<file path="src/rtl/shift_arbiter_if.sv">
// shift_arbiter_if: requester-side and shifter-side signals of shift_arbiter.
interface shift_arbiter_if #(
   parameter int NREQ  = 4,
   parameter int WIDTH = 32
);
   logic [NREQ-1:0]       req;
   logic [NREQ*WIDTH-1:0] req_base;
   logic [NREQ*WIDTH-1:0] req_power;
   logic [NREQ-1:0]       ack;
   logic [WIDTH-1:0]      result;
   logic                  err;
   logic                  busy;
   logic [WIDTH-1:0]      sh_base;
   logic [WIDTH-1:0]      sh_power;
   logic                  sh_start;
   logic [WIDTH-1:0]      sh_result;
   logic                  sh_done;

   modport slave (
      input  req, req_base, req_power, sh_result, sh_done,
      output ack, result, err, busy, sh_base, sh_power, sh_start
   );

   modport master (
      output req, req_base, req_power, sh_result, sh_done,
      input  ack, result, err, busy, sh_base, sh_power, sh_start
   );
endinterface

</file>
<file path="src/rtl/shift_arbiter.sv">
// shift_arbiter: round-robin sharing of one multi-cycle shifter among NREQ requesters.
// Optional WAIT timeout abort is enabled by defining SHIFT_ARB_TIMEOUT_EN.
module shift_arbiter #(
   parameter int NREQ    = 4,
   parameter int WIDTH   = 32,
   parameter int TIMEOUT = 64
) (
   input logic            clk,
   input logic            rst_n,
   shift_arbiter_if.slave bus
);
   localparam int IW = $clog2(NREQ);
   localparam logic [1:0] IDLE  = 2'd0;
   localparam logic [1:0] ISSUE = 2'd1;
   localparam logic [1:0] WAIT  = 2'd2;
   localparam logic [1:0] RESP  = 2'd3;

   if (NREQ < 2 || NREQ > 16) begin : g_bad_nreq
      $error("shift_arbiter: NREQ must be 2..16");
   end
   if (TIMEOUT < 1) begin : g_bad_timeout
      $error("shift_arbiter: TIMEOUT must be >= 1");
   end

   logic [1:0]       state;
   logic [IW-1:0]    ptr, idx, win;
   logic [WIDTH-1:0] base_q, power_q, res_q;
   logic [WIDTH-1:0] base_a  [NREQ];
   logic [WIDTH-1:0] power_a [NREQ];
   logic             expire;

   for (genvar g = 0; g < NREQ; g++) begin : g_unpack
      assign base_a[g]  = bus.req_base[g*WIDTH +: WIDTH];
      assign power_a[g] = bus.req_power[g*WIDTH +: WIDTH];
   end

   // Scan from ptr+NREQ-1 down to ptr so the last hit is the nearest one above ptr.
   always_comb begin
      int p;
      logic [IW-1:0] pi;
      p   = 0;
      pi  = '0;
      win = ptr;
      for (int k = NREQ - 1; k >= 0; k--) begin
         p  = int'(ptr) + k;
         p  = (p >= NREQ) ? p - NREQ : p;
         pi = IW'(p);
         win = bus.req[pi] ? pi : win;
      end
   end

   always_ff @(posedge clk or negedge rst_n) begin
      if (!rst_n) begin
         state   <= IDLE;
         ptr     <= '0;
         idx     <= '0;
         base_q  <= '0;
         power_q <= '0;
         res_q   <= '0;
      end else begin
         case (state)
            IDLE: if (|bus.req) begin
               idx     <= win;
               base_q  <= base_a[win];
               power_q <= power_a[win];
               state   <= ISSUE;
            end
            ISSUE: state <= WAIT;
            WAIT: if (bus.sh_done || expire) begin
               res_q <= bus.sh_done ? bus.sh_result : '0;
               state <= RESP;
            end
            default: begin
               ptr   <= (idx == IW'(NREQ - 1)) ? '0 : idx + 1'b1;
               state <= IDLE;
            end
         endcase
      end
   end

`ifdef SHIFT_ARB_TIMEOUT_EN
   localparam int CW = $clog2(TIMEOUT + 1);
   logic [CW-1:0] cnt;
   logic          err_q;

   // cnt holds the number of WAIT cycles already elapsed, so it expires on the TIMEOUT-th one.
   assign expire = (cnt == CW'(TIMEOUT - 1));

   always_ff @(posedge clk or negedge rst_n) begin
      if (!rst_n) begin
         cnt   <= '0;
         err_q <= 1'b0;
      end else begin
         cnt   <= (state == ISSUE) ? '0 : (state == WAIT) ? cnt + 1'b1 : cnt;
         err_q <= (state == WAIT) ? !bus.sh_done && expire : err_q;
      end
   end

   assign bus.err = (state == RESP) && err_q;
`else
   assign expire  = 1'b0;
   assign bus.err = 1'b0;
`endif

   assign bus.busy     = (state != IDLE);
   assign bus.sh_start = (state == ISSUE);
   assign bus.sh_base  = base_q;
   assign bus.sh_power = power_q;
   assign bus.ack      = (state == RESP) ? ({{(NREQ-1){1'b0}}, 1'b1} << idx) : '0;
   assign bus.result   = (state == RESP) ? res_q : '0;
endmodule

</file>
<file path="src/flat_wrapper.sv">
// flat-port wrapper written by rule: the top's interface ports become plain ports
module shift_arbiter_flat 
#(
   parameter int NREQ    = 4,
   parameter int WIDTH   = 32,
   parameter int TIMEOUT = 64
)
  (clk, rst_n, bus_req, bus_req_base, bus_req_power, bus_sh_result, bus_sh_done, bus_ack, bus_result, bus_err, bus_busy, bus_sh_base, bus_sh_power, bus_sh_start);
  shift_arbiter_if #(.NREQ(NREQ), .WIDTH(WIDTH)) bus_i ();
  input logic clk;
  input logic rst_n;
  input wire logic [$bits(bus_i.req)-1:0] bus_req;
  input wire logic [$bits(bus_i.req_base)-1:0] bus_req_base;
  input wire logic [$bits(bus_i.req_power)-1:0] bus_req_power;
  input wire logic [$bits(bus_i.sh_result)-1:0] bus_sh_result;
  input wire logic [$bits(bus_i.sh_done)-1:0] bus_sh_done;
  output wire logic [$bits(bus_i.ack)-1:0] bus_ack;
  output wire logic [$bits(bus_i.result)-1:0] bus_result;
  output wire logic [$bits(bus_i.err)-1:0] bus_err;
  output wire logic [$bits(bus_i.busy)-1:0] bus_busy;
  output wire logic [$bits(bus_i.sh_base)-1:0] bus_sh_base;
  output wire logic [$bits(bus_i.sh_power)-1:0] bus_sh_power;
  output wire logic [$bits(bus_i.sh_start)-1:0] bus_sh_start;
  assign bus_i.req = bus_req;
  assign bus_i.req_base = bus_req_base;
  assign bus_i.req_power = bus_req_power;
  assign bus_i.sh_result = bus_sh_result;
  assign bus_i.sh_done = bus_sh_done;
  assign bus_ack = bus_i.ack;
  assign bus_result = bus_i.result;
  assign bus_err = bus_i.err;
  assign bus_busy = bus_i.busy;
  assign bus_sh_base = bus_i.sh_base;
  assign bus_sh_power = bus_i.sh_power;
  assign bus_sh_start = bus_i.sh_start;
  shift_arbiter #(.NREQ(NREQ), .WIDTH(WIDTH), .TIMEOUT(TIMEOUT)) u_core (.clk(clk), .rst_n(rst_n), .bus(bus_i));
endmodule
</file>
<file path="config.mk">
export PLATFORM = sky130hd
export DESIGN_NAME = shift_arbiter_flat
export DESIGN_NICKNAME = d
export VERILOG_FILES = /design/src/rtl/shift_arbiter_if.sv /design/src/rtl/shift_arbiter.sv /design/src/flat_wrapper.sv
export SDC_FILE = /design/constraint.sdc
export NUM_CORES = 1
export LEC_CHECK = 0
export ABC_AREA = 1
export ABC_CLOCK_PERIOD_IN_PS = 4000
export CAP_MARGIN = 5
export CORE_AREA = 2 2 157 159
export CTS_CLUSTER_DIAMETER = 120
export DETAILED_ROUTE_END_ITERATION = 16
export DIE_AREA = 0 0 159 161
export DONT_BUFFER_PORTS = 1
export GPL_TIMING_DRIVEN = 1
export PLACE_DENSITY = 0.43
export SLEW_MARGIN = 20
export SYNTH_ARGS = -nofsm -noshare
export SYNTH_HDL_FRONTEND = slang
export SYNTH_SLANG_ARGS = --single-unit
</file>
<file path="constraint.sdc">
create_clock -name clk -period 4 [get_ports clk]
set_input_delay 1.2 -clock clk [delete_from_list [all_inputs] [get_ports clk]]
set_output_delay 1.2 -clock clk [all_outputs]
set_load 0.03 [all_outputs]
</file>
# [After elaboration in Yosys (flattened, before gate mapping)]
# Cells that the tools add are included.
[totals] regBits=102 latchBits=0 ram_bits=0 mem_bits_ro=0 output_inout_bits=103 memories=0
[op_classes] n_addsub=8 n_mul=0 n_div=0 n_lt_le_gt_ge=9 eq_ne=6 shifts=1 mux=28 bitwise_logic=1 n_reduce_logical=7
[op_table] cell="two-way mux 32 bit" count=5
[op_table] cell="binary-select mux 32 bit (select 2 bit)" count=2
[op_table] cell="two-way mux 2 bit" count=11
[op_table] cell=">= comparator 3 bit (second input constant)" count=4
[op_table] cell="less-than comparator 2 x 3 -> 1 bit (second input constant)" count=4
[op_table] cell="binary-select mux 1 bit (select 2 bit)" count=4
[op_table] cell="subtractor 2 x 1 -> 2 bit (second input constant)" count=4
[op_table] cell="adder 2 x 2 -> 3 bit (second input constant)" count=2
[op_table] cell="equality test 2 bit (second input constant)" count=3
[op_table] cell="one-hot mux 2 bit (3 select lines)" count=1
[op_table] cell="AND reduction 2 bit" count=3
[op_table] cell="two-way mux 1 bit" count=4
[op_table] cell="two-way mux 4 bit" count=1
[op_table] cell="OR reduction 4 bit" count=1
[op_table] cell="left shift 1 x 2 -> 4 bit (first input constant)" count=1
[op_table] cell="adder 2 x 1 -> 3 bit (second input constant)" count=1
[op_table] cell=">= comparator 2 x 3 -> 1 bit (second input constant)" count=1
[op_table] cell="inverter 2 -> 3 bit" count=1
[op_table] cell="OR reduction 3 bit" count=1
[op_table] cell="adder 2 x 1 -> 2 bit (second input constant)" count=1
[op_table] cell="equality test 2 x 1 -> 1 bit (second input constant)" count=1
[op_table] cell="zero test 2 bit" count=1
[op_table] cell="!= test 2 x 1 -> 1 bit (second input constant)" count=1
[op_table] cell="!= test 2 bit (second input constant)" count=1
[op_table] cell="nonzero test 2 bit" count=1

# [Logic depth before layout (Yosys ltp)]
# Gate-level depths: netlist of the first run.
[depth] depth_word=13 depth_mapped=17 ltp_nobuf=14

# [Worst setup path after synthesis of the first run]
# OpenSTA, ideal clock, no wires.
[synth_timing] path_type="register to output" startpoint="register u_core.state[0]" endpoint="output port bus_ack[0]" t_arrival_ps=1328 required_time_ps=2800 path_slack_ps=1472 path_stages_with_launch=6 cell_sequence="dfrtp_1 ha_1 clkbuf_1 clkbuf_1 nand2_1 inv_1"
[synth_between] elab_chain_cells=2
[synth_lines] item="from (decl)" line="shift_arbiter.sv:25" text="logic [1:0] state;"
[synth_lines] item="from (signal assigned)" line="shift_arbiter.sv:54" text="state <= IDLE;"
[synth_lines] item="from (signal assigned)" line="shift_arbiter.sv:66" text="state <= ISSUE;"
[synth_lines] item="from (signal assigned)" line="shift_arbiter.sv:68" text="ISSUE: state <= WAIT;"
[synth_lines] item="equality test 2 bit" line="shift_arbiter.sv:109" text="assign bus.ack = (state == RESP) ? ({{(NREQ-1){1'b0}}, 1'b1} << idx) : '0;"
[synth_lines] item="two-way mux 4 bit" line="shift_arbiter.sv:109"
[synth_lines] item="to (decl)" line="flat_wrapper.sv:17" text="output wire logic [$bits(bus_i.ack)-1:0] bus_ack;"
# Every way passes these cells.

# [Final worst setup path of the first run]
[layout_timing] startpoint="register u_core.state[0]" endpoint="output port bus_result[15]"
[layout_between] elab_chain_cells=2
[layout_lines] item="equality test 2 bit" line="shift_arbiter.sv:110" text="assign bus.result = (state == RESP) ? res_q : '0;"
[layout_lines] item="two-way mux 32 bit" line="shift_arbiter.sv:110"
[layout_lines] item="to (decl)" line="flat_wrapper.sv:18" text="output wire logic [$bits(bus_i.result)-1:0] bus_result;"
# Every way passes these cells.

==> results.py, run 1 <==
metrics = {
    "status": {
        "status": "finished clean",
    },
    "detailed_routing": {
        "vias": 6239,
        "drc": 0,
        "vias_per_cell": 5.11,
        "antenna_left": 0,
        "drtPass1Iterations": 4,
        "wirelength_um": 23200,
        "drtIter0Drc": 405,
        "wire_per_inst_um": 19.0,
    },
    "power": {
        "power_switching_uw": 4910,
        "cellInternalPower_uw": 3560,
        "clkPwrFrac_pct": 11.2,
        "seq_power_share_pct": 30.6,
        "powerDensity_nw_per_um2": 1200,
        "peakVddDrop_uv": 513,
        "combPwrFrac_pct": 58.2,
        "leakagePower_uw": 0.00363,
        "netSwitchingFraction_pct": 58.0,
    },
    "global_routing": {
        "antenna_found_initial": 0,
        "grt_first_pass_wirelength_um": 35400,
        "grt_max_degree": 129,
        "grt_remaining_overflow": 0,
        "grt_pass1_vias": 5980,
        "grt_usage_pct": 17.6,
    },
    "sta": {
        "fin_skew_ns": 0.00895,
        "period_minus_slack_ns": 2.74,
        "maxSlewViolCount": 0,
        "rsz0062_at_grt": "no",
        "fmax_mhz": 365,
        "relSlewSlack_pct": 46.2,
        "setup_viol": 0,
        "period_share_pct": 68.6,
        "whs_ns": 0.508,
        "finalSetupTns_ns": 0,
        "final-hold-violation-count": 0,
        "tightestPinTransition_ns": 0.806,
    },
    "synth": {
        "ys_seq_area_share_pct": 38.8,
        "synth_top_area_cell": "dfrtp_1",
        "synth_nets": 1248,
        "ys_warn_count": 0,
        "post-synth-top-area-fraction_pct": 38.8,
        "synth_area_per_cell_um2": 6.96,
        "synthCells": 944,
        "syn-cell-area_um2": 6570,
        "yosysUniqueCellTypes": 23,
        "ys_seq_elements": 102,
        "synthTopCellsByArea": "dfrtp_1 (39%), nand3_1 (25%), nand2_1 (19%)",
    },
    "cells_and_area": {
        "n_antenna_cell": 0,
        "mostFrequentLayoutCell": "nand3_1",
        "nets": 1196,
        "drive_above_1_share_pct": 8.14,
        "area_delta_synth_final_pct": 7.69,
        "n_fill_cell": 2652,
        "final_cell_mix": "nand3_1 (326), nand2_1 (325), dfrtp_1 (102), inv_1 (50), mux2_2 (32)",
    },
    "hold_path": {
        "worstHoldStart": "u_core.res_q[18]",
        "hold_path_class": "flop to flop",
    },
    "clock_tree": {
        "post_cts_resized": 0,
        "cts_tree": "built",
        "clock_path_buffers": 2,
        "cts_hold_buf": 0,
        "cts_buffers": 9,
        "numClockSinks": 102,
        "worstSkewPairLatency_ns": 0.36,
        "root_buffer": "clkbuf_16",
        "path_clk_slew_ns": 0.08,
        "h-tree-depth": 3,
        "postCtsSetupBuffers": 0,
    },
    "die": {
        "rows": 57,
        "die_w_um": 159,
        "dieArea_um2": 25600,
        "io_pins": 398,
        "start_util_pct": 27.4,
        "fp.coreArea_um2": 24000,
        "chipHeight_um": 161,
    },
    "flow_run": {
        "maxCapViolCount": 0,
    },
    "critical_path": {
        "cp-end-kind": "output port",
        "critPathLaunch": "u_core.state[0]",
        "cp_data_arrival_time_ns": 1.54,
        "critical_path.slowest_cell": "dfrtp_1",
        "timing_worst_setup_path_type": "flop to output port",
        "path_max_fanout": 19,
        "crit_chain": "ha_1 -> buf_4 -> nand2_1 -> inv_1",
        "critPathMaxStageDelay_ns": 0.42,
        "start_kind": "flop",
        "cp.required_ns": 2.80,
        "r2r_start": "u_core.ptr[0]",
    },
    "placed_design": {
        "portBuffers": 0,
        "gp_congestion": 0.800,
        "dpl.hpwl_um": 16500,
    },
}
worst paths after layout:
check / to / slack, ns / depth (start not counted)
max in group asynchronous: u_core.bus.sh_power[6] / 3.30 / 0
min in group asynchronous: u_core.bus.sh_base[23] / 0.53 / 0
hold reg to reg: u_core.res_q[18] / 0.51 / 1
setup / recovery: bus_result[15] / 1.26 / 4
setup reg to reg: u_core.bus.sh_power[7] / 1.43 / 15
hold / removal: u_core.res_q[18] / 0.51 / 1
stage by stage:
stage                     utilization, %  setup WS, ns  cell area, um2  std cells  total power [uW]
after global routing                29.5          1.04            7080       1221              9320
after CTS                           29.5          1.20            7080       1221              8610
final                               29.5          1.26            7080       1221              8470
after global placement              28.2         0.916            6760       1205              7630
after floorplan                        -          1.47            6570        944              6490
after detailed placement            28.2         0.906            6760       1205              7630
power by group through the flow:
| stage | clock [uW] | sequential, uW | combinational (uW) |
|---|---|---|---|
| 2_1_floorplan | 0 | 2440 | 4040 |
| 3_3_place_gp | 0 | 2630 | 4990 |
| 3_5_place_dp | 0 | 2620 | 5010 |
| 4_1_cts | 996 | 2610 | 5010 |
| 5_1_grt | 1040 | 2660 | 5620 |
| 6_report | 947 | 2590 | 4930 |
Yosys cell counts, drive strengths merged:
cell type and count:
nor2 2, o21ai 4, mux2 32, nand3 327, clkbuf 17, inv 54
o31ai 1, nand4 1, ha 9, a21oi 1, nand2 330, buf 61
o22ai 2, dfrtp 102, conb 1
layout make-up:
class,instances,area (um2),share of cell area [%]
inverters,54,205,2.90
flip-flops and latches,102,2550,36.1
multi-input cells,710,3450,48.7
clock inverters,7,91.3,1.29
well taps,324,405,5.73
clock buffers,9,225,3.18
repair buffers,15,150,2.12
routing by layer:
| layer | wire length, um | vias up | part of all wire, % | track usage (%) |
|---|---|---|---|---|
| met4 | 653 | 0 | 2.8 | 6.32 |
| met2 | 11300 | 298 | 49 | 29.9 |
| met1 | 9480 | 2915 | 41 | 21.7 |
| met3 | 1740 | 34 | 7.5 | 4.67 |
| met5 | 0 | - | 0 | 0 |
| li1 | - | 2992 | - | - |
logic make-up (layout without fill, tap and decap cells):
family	after synthesis	after routing	share of synthesized area, %
AOI/OAI and AO/OA	8	8	0.685
other	1	1	0.0571
and+or+nand+nor	660	660	44.2
adders and majority gates	9	9	1.71
buffers and inverters	132	85	9.05
muxes	32	32	5.48
DFF	102	102	38.8
state kept, by name, indices dropped and copies added, names as in the netlist:
name and flops:
u_core.ptr 2, u_core.idx 2, u_core.res_q 32, u_core.bus.sh_power 32, u_core.bus.sh_base 32, u_core.state 2
critical path: cells and delay by family, from the launching register on:
kind	cells	cell delay, ns
buf+inv	2	0.50
flops	1	0.42
fa+ha+maj	1	0.19
simple gates	1	0.07
(Power assumes the default switching activity.)
==> inputs of run 2 (changes only) <==
- ABC_CLOCK_PERIOD_IN_PS: 4000 -> 2600
- clock period: 4 -> 2.6 ns (I/O delays scaled with it)
==> run 2 against run 1 <==
Against the previous run:
- sequential share of layout area decreased by 0.71 points
- flip-flop and latch count unchanged
- clock power increased by 49%
- worst hold slack got worse by 0.39 ns
- count of clock-buffer cells in the layout stayed put
- power increased by 58%
- register-to-register slack worse by 1.0 ns
- non-clock buffer count grew 9
- wire length is 1.5% higher
==> results.py, run 2 (same netlist as run 1, synthesis figures left out) <==
metrics = {
    "sta": {
        "period_minus_slack_ns": 2.34,
        "fmax_mhz": 428,
        "maxSlewViolCount": 0,
        "final-hold-violation-count": 0,
        "finalSetupTns_ns": 0,
        "period_share_pct": 89.8,
        "tightestPinTransition_ns": 0.780,
        "setup_viol": 0,
        "rsz0062_at_grt": "no",
        "relSlewSlack_pct": 48.0,
        "fin_skew_ns": 0.0177,
    },
    "detailed_routing": {
        "drc": 0,
        "drtIter0Drc": 418,
        "drtPass1Iterations": 5,
        "vias": 6267,
        "wire_per_inst_um": 19.2,
        "wirelength_um": 23600,
        "antenna_left": 0,
        "top_layer": "met4",
        "wirelength_met1_um": 9410,
        "dr_wl_met3_um": 1900,
        "wl_met2_um": 11900,
        "vias_per_cell": 5.10,
    },
    "cells_and_area": {
        "seqCellArea_um2": 2550,
        "multi_input_area_um2": 3450,
        "nets": 1205,
        "n_fill_cell": 2694,
        "mostFrequentLayoutCell": "nand3_1",
        "area_delta_synth_final_pct": 9.86,
        "n_antenna_cell": 0,
        "fin_cells": 1230,
        "drive_above_1_share_pct": 9.05,
        "fin_area_um2": 7220,
        "final_cell_mix": "nand3_1 (326), nand2_1 (325), dfrtp_1 (102), inv_1 (50), mux2_2 (32)",
    },
    "global_routing": {
        "grt_remaining_overflow": 0,
        "antenna_found_initial": 0,
        "grt_max_degree": 103,
        "grt_usage_pct": 17.8,
        "grt_first_pass_wirelength_um": 35400,
        "grt_pass1_vias": 6031,
    },
    "clock_tree": {
        "root_buffer": "clkbuf_16",
        "numClockSinks": 102,
        "worstSkewPairLatency_ns": 0.36,
        "clock_path_buffers": 2,
        "h-tree-depth": 3,
        "path_clk_slew_ns": 0.08,
        "postCtsSetupBuffers": 0,
        "cts_hold_buf": 0,
        "cts_buffers": 9,
        "cts_tree": "built",
        "post_cts_resized": 0,
    },
    "die": {
        "io_pins": 398,
        "start_util_pct": 27.4,
        "fp.coreArea_um2": 24000,
        "dieArea_um2": 25600,
        "rows": 57,
        "chipHeight_um": 161,
        "die_w_um": 159,
    },
    "critical_path": {
        "r2r-end": "u_core.bus.sh_base[9]",
        "timing_worst_setup_path_type": "flop to output port",
        "cp-end-kind": "output port",
        "worst-r2r-setup-slack_ns": 0.39,
        "critPathLaunch": "u_core.state[0]",
        "r2r_start": "u_core.ptr[0]",
        "cp_data_arrival_time_ns": 1.56,
        "reg2reg_depth": 15,
        "start_kind": "flop",
        "path_max_fanout": 36,
        "cp.required_ns": 1.82,
    },
    "placed_design": {
        "portBuffers": 0,
        "dpl_cell_area_um2": 6900,
        "dp.cells": 1214,
        "dpl.hpwl_um": 16900,
        "gp_congestion": 0.812,
    },
    "hold_path": {
        "hold_path_class": "primary input to async pin",
    },
    "status": {
        "status": "finished clean",
    },
    "power": {
        "leakagePower_uw": 0.00369,
        "peakVddDrop_uv": 914,
        "powerDensity_nw_per_um2": 1850,
    },
    "flow_run": {
        "maxCapViolCount": 0,
    },
}
run 2: per-stage QoR:
step / setup slack (ns) / hold slack, ns / power [uW] / util (%)
floorplan: 0.492 / 0.480 / 9980 / -
global placement: 0.227 / 0.487 / 12100 / 28.8
detailed placement: 0.232 / 0.487 / 12100 / 28.8
CTS: 0.222 / 0.0909 / 13600 / 30.1
global route: 0.144 / 0.0916 / 14600 / 30.1
finish: 0.264 / 0.116 / 13400 / 30.1
run 2: critical path, stage by stage, from the launching register on:
cell and delay [ns]:
dfrtp_1 0.43, ha_1 0.22, buf_12 0.19, nand2_1 0.07, inv_1 0.26
run 2: metal layers:
| metal | vias up | GRT usage (%) |
|---|---|---|
| met5 | - | 0 |
| met1 | 2918 | 21.3 |
| met4 | 0 | 4.92 |
| li1 | 3007 | - |
| met3 | 23 | 4.98 |
| met2 | 319 | 31.2 |
run 2: cell type report:
class / count / share of cell area, %
multi-input combinational: 710 / 47.7
sequential: 102 / 35.4
tap: 324 / 5.62
timing repair buffer: 24 / 4.06
clock buffer: 9 / 3.12
inverter: 54 / 2.84
clock inverter: 7 / 1.27
run 2: how the worst max path moves through the flow:
stage	to	slack [ns]
after floorplan	bus_ack[0]	0.49
after global placement	u_core.bus.sh_power[7]	0.23
after detailed placement	u_core.bus.sh_base[7]	0.23
after CTS	bus_ack[2]	0.22
after global routing	u_core.bus.sh_base[9]	0.14
final	bus_result[15]	0.26
run 2: power by group:
part / leakage (uW) / internal [uW] / switching, uW
sequential: 0.00124 / 2400 / 1600
combinational: 0.00230 / 2680 / 5270
clock: 0.000152 / 693 / 721
total: 0.00369 / 5770 / 7590
==> RTL edit, RTL diff (settings of run 1) <==
Add a define of `SHIFT_ARB_TIMEOUT_EN`.
--- a/src/rtl/shift_arbiter.sv
+++ b/src/rtl/shift_arbiter.sv
@@ -1,5 +1,7 @@
 // shift_arbiter: round-robin sharing of one multi-cycle shifter among NREQ requesters.
 // Optional WAIT timeout abort is enabled by defining SHIFT_ARB_TIMEOUT_EN.
+`define SHIFT_ARB_TIMEOUT_EN
+
 module shift_arbiter #(
    parameter int NREQ    = 4,
    parameter int WIDTH   = 32,
Behaviour: same outputs for any inputs over 4 cycles, from zero or initial values and one cycle with rst_n low; that may be too few to reach the edited logic, so the function may still have changed.
==> RTL edit against run 1 <==
Highest routed layer unchanged; final cell count increased by 9.7%; wire length rose by 18%; design area increased by 8.3%; count of clock-buffer cells in the layout grew 1; utilization grew 2.4 points; setup slack got worse by 0.17 ns; synthesized cell count is 13% higher; largest power group unchanged; area after synthesis grew 11%; register-to-register slack got worse by 0.05 ns; sequential cell count up 8; power increased by 6.3%; via count grew 14%; critical endpoint is now bus_result[9].
==> RTL edit: results <==
[status]
status = "completed"

[grt]
first_global_vias = 7112
antenna_found_initial = 2
track_usage = 0.207
use_met1 = 0.247
grtUsageMet3 = 0.0758
grt_pass1_wl_um = 41900

[detailed_routing]
post_drt_wl_per_cell_um = 20.4
dr_wl_met3_um = 2540
drtPass1Iterations = 6
vias_per_cell = 5.31
drtIter0Drc = 588
dr_wl_met2_um = 12900

[worst_setup_path]
rrSetupSlack_ns = 1.38
r2r_end = "u_core.bus.sh_power[25]"
worstPathArrival_ns = 1.71
cp_max_fo = 37

[synthesis]
postSynthAreaPerCell_sq_um = 6.80
synth_common_cells = "nand3_1, nand2_1, dfrtp_1"
synth_fp_nets = 1374
syn_inst = 1069
synth.yosys.seq_area_share = 0.378

[placement]
hpwl_um = 18100
place_inst = 1321
globalplace.congestion = 0.871

[timing]
tightest_slew_ns = 0.838
skew_ns = 0.0148

[cells_and_area]
fillers = 2647
layout.cells.non_filler = 1339
layout-drive-gt1-share = 0.0503

[pwr]
p_leak_uw = 0.00392
power.switching_uw = 5260
RTL edit: cell types whose count changed after synthesis, sizes merged, moves of 2 or more:
cell and change:
a21oi +4, buf -2, clkbuf +14, dfrtp +8
inv +43, mux2 -32, nand2 -55, nand3 +100
nor3 +5, o21ai +39
RTL edit: cell type report:
cell class	count	area (sq um)	share of cell area
antenna	2	5.00	0.000653
clock buffer	10	229	0.0299
clock inverter	6	78.8	0.0103
inverter	97	367	0.0479
multi-input combinational	772	3650	0.477
sequential	110	2750	0.359
tap	324	405	0.0529
timing repair buffer	18	173	0.0225
RTL edit: how the worst min path moves through the flow:
stage	slack [ns]	depth (start not counted)	end	startpoint
finish	0.50	2	u_core.err_q	u_core.err_q
global route	0.51	0	u_core.cnt[2]	rst_n
CTS	0.51	0	u_core.cnt[5]	rst_n
detailed placement	0.49	2	u_core.err_q	u_core.err_q
global placement	0.48	2	u_core.err_q	u_core.err_q
floorplan	0.45	2	u_core.err_q	u_core.err_q
RTL edit: power by group through the flow:
stage	Sequential [uW]	Clock (uW)	Combinational [uW]
after floorplan	2580	0	4360
after global placement	2790	0	5270
after detailed placement	2780	0	5320
after CTS	2770	1000	5330
after global routing	2820	1050	5970
final	2760	961	5280
RTL edit: cells by family (layout without fill, tap and decap cells):
group                      count (synthesis)  count (layout)  synth area share
AOI/OAI and AO/OA                         51              51            0.0360
adders and majority gates                 10              10            0.0172
buffers and inverters                    187             131             0.123
DFF                                      110             110             0.378
muxes                                      1               1           0.00138
other                                      0               2                 0
and+or+nand+nor                          710             710             0.444
RTL edit: stage by stage:
stage / setup slack (ns) / area, sq um
final: 1.09 / 7660
after global routing: 0.933 / 7660
after CTS: 1.05 / 7660
after detailed placement: 0.935 / 7350
after global placement: 0.935 / 7350
after floorplan: 1.45 / 7270
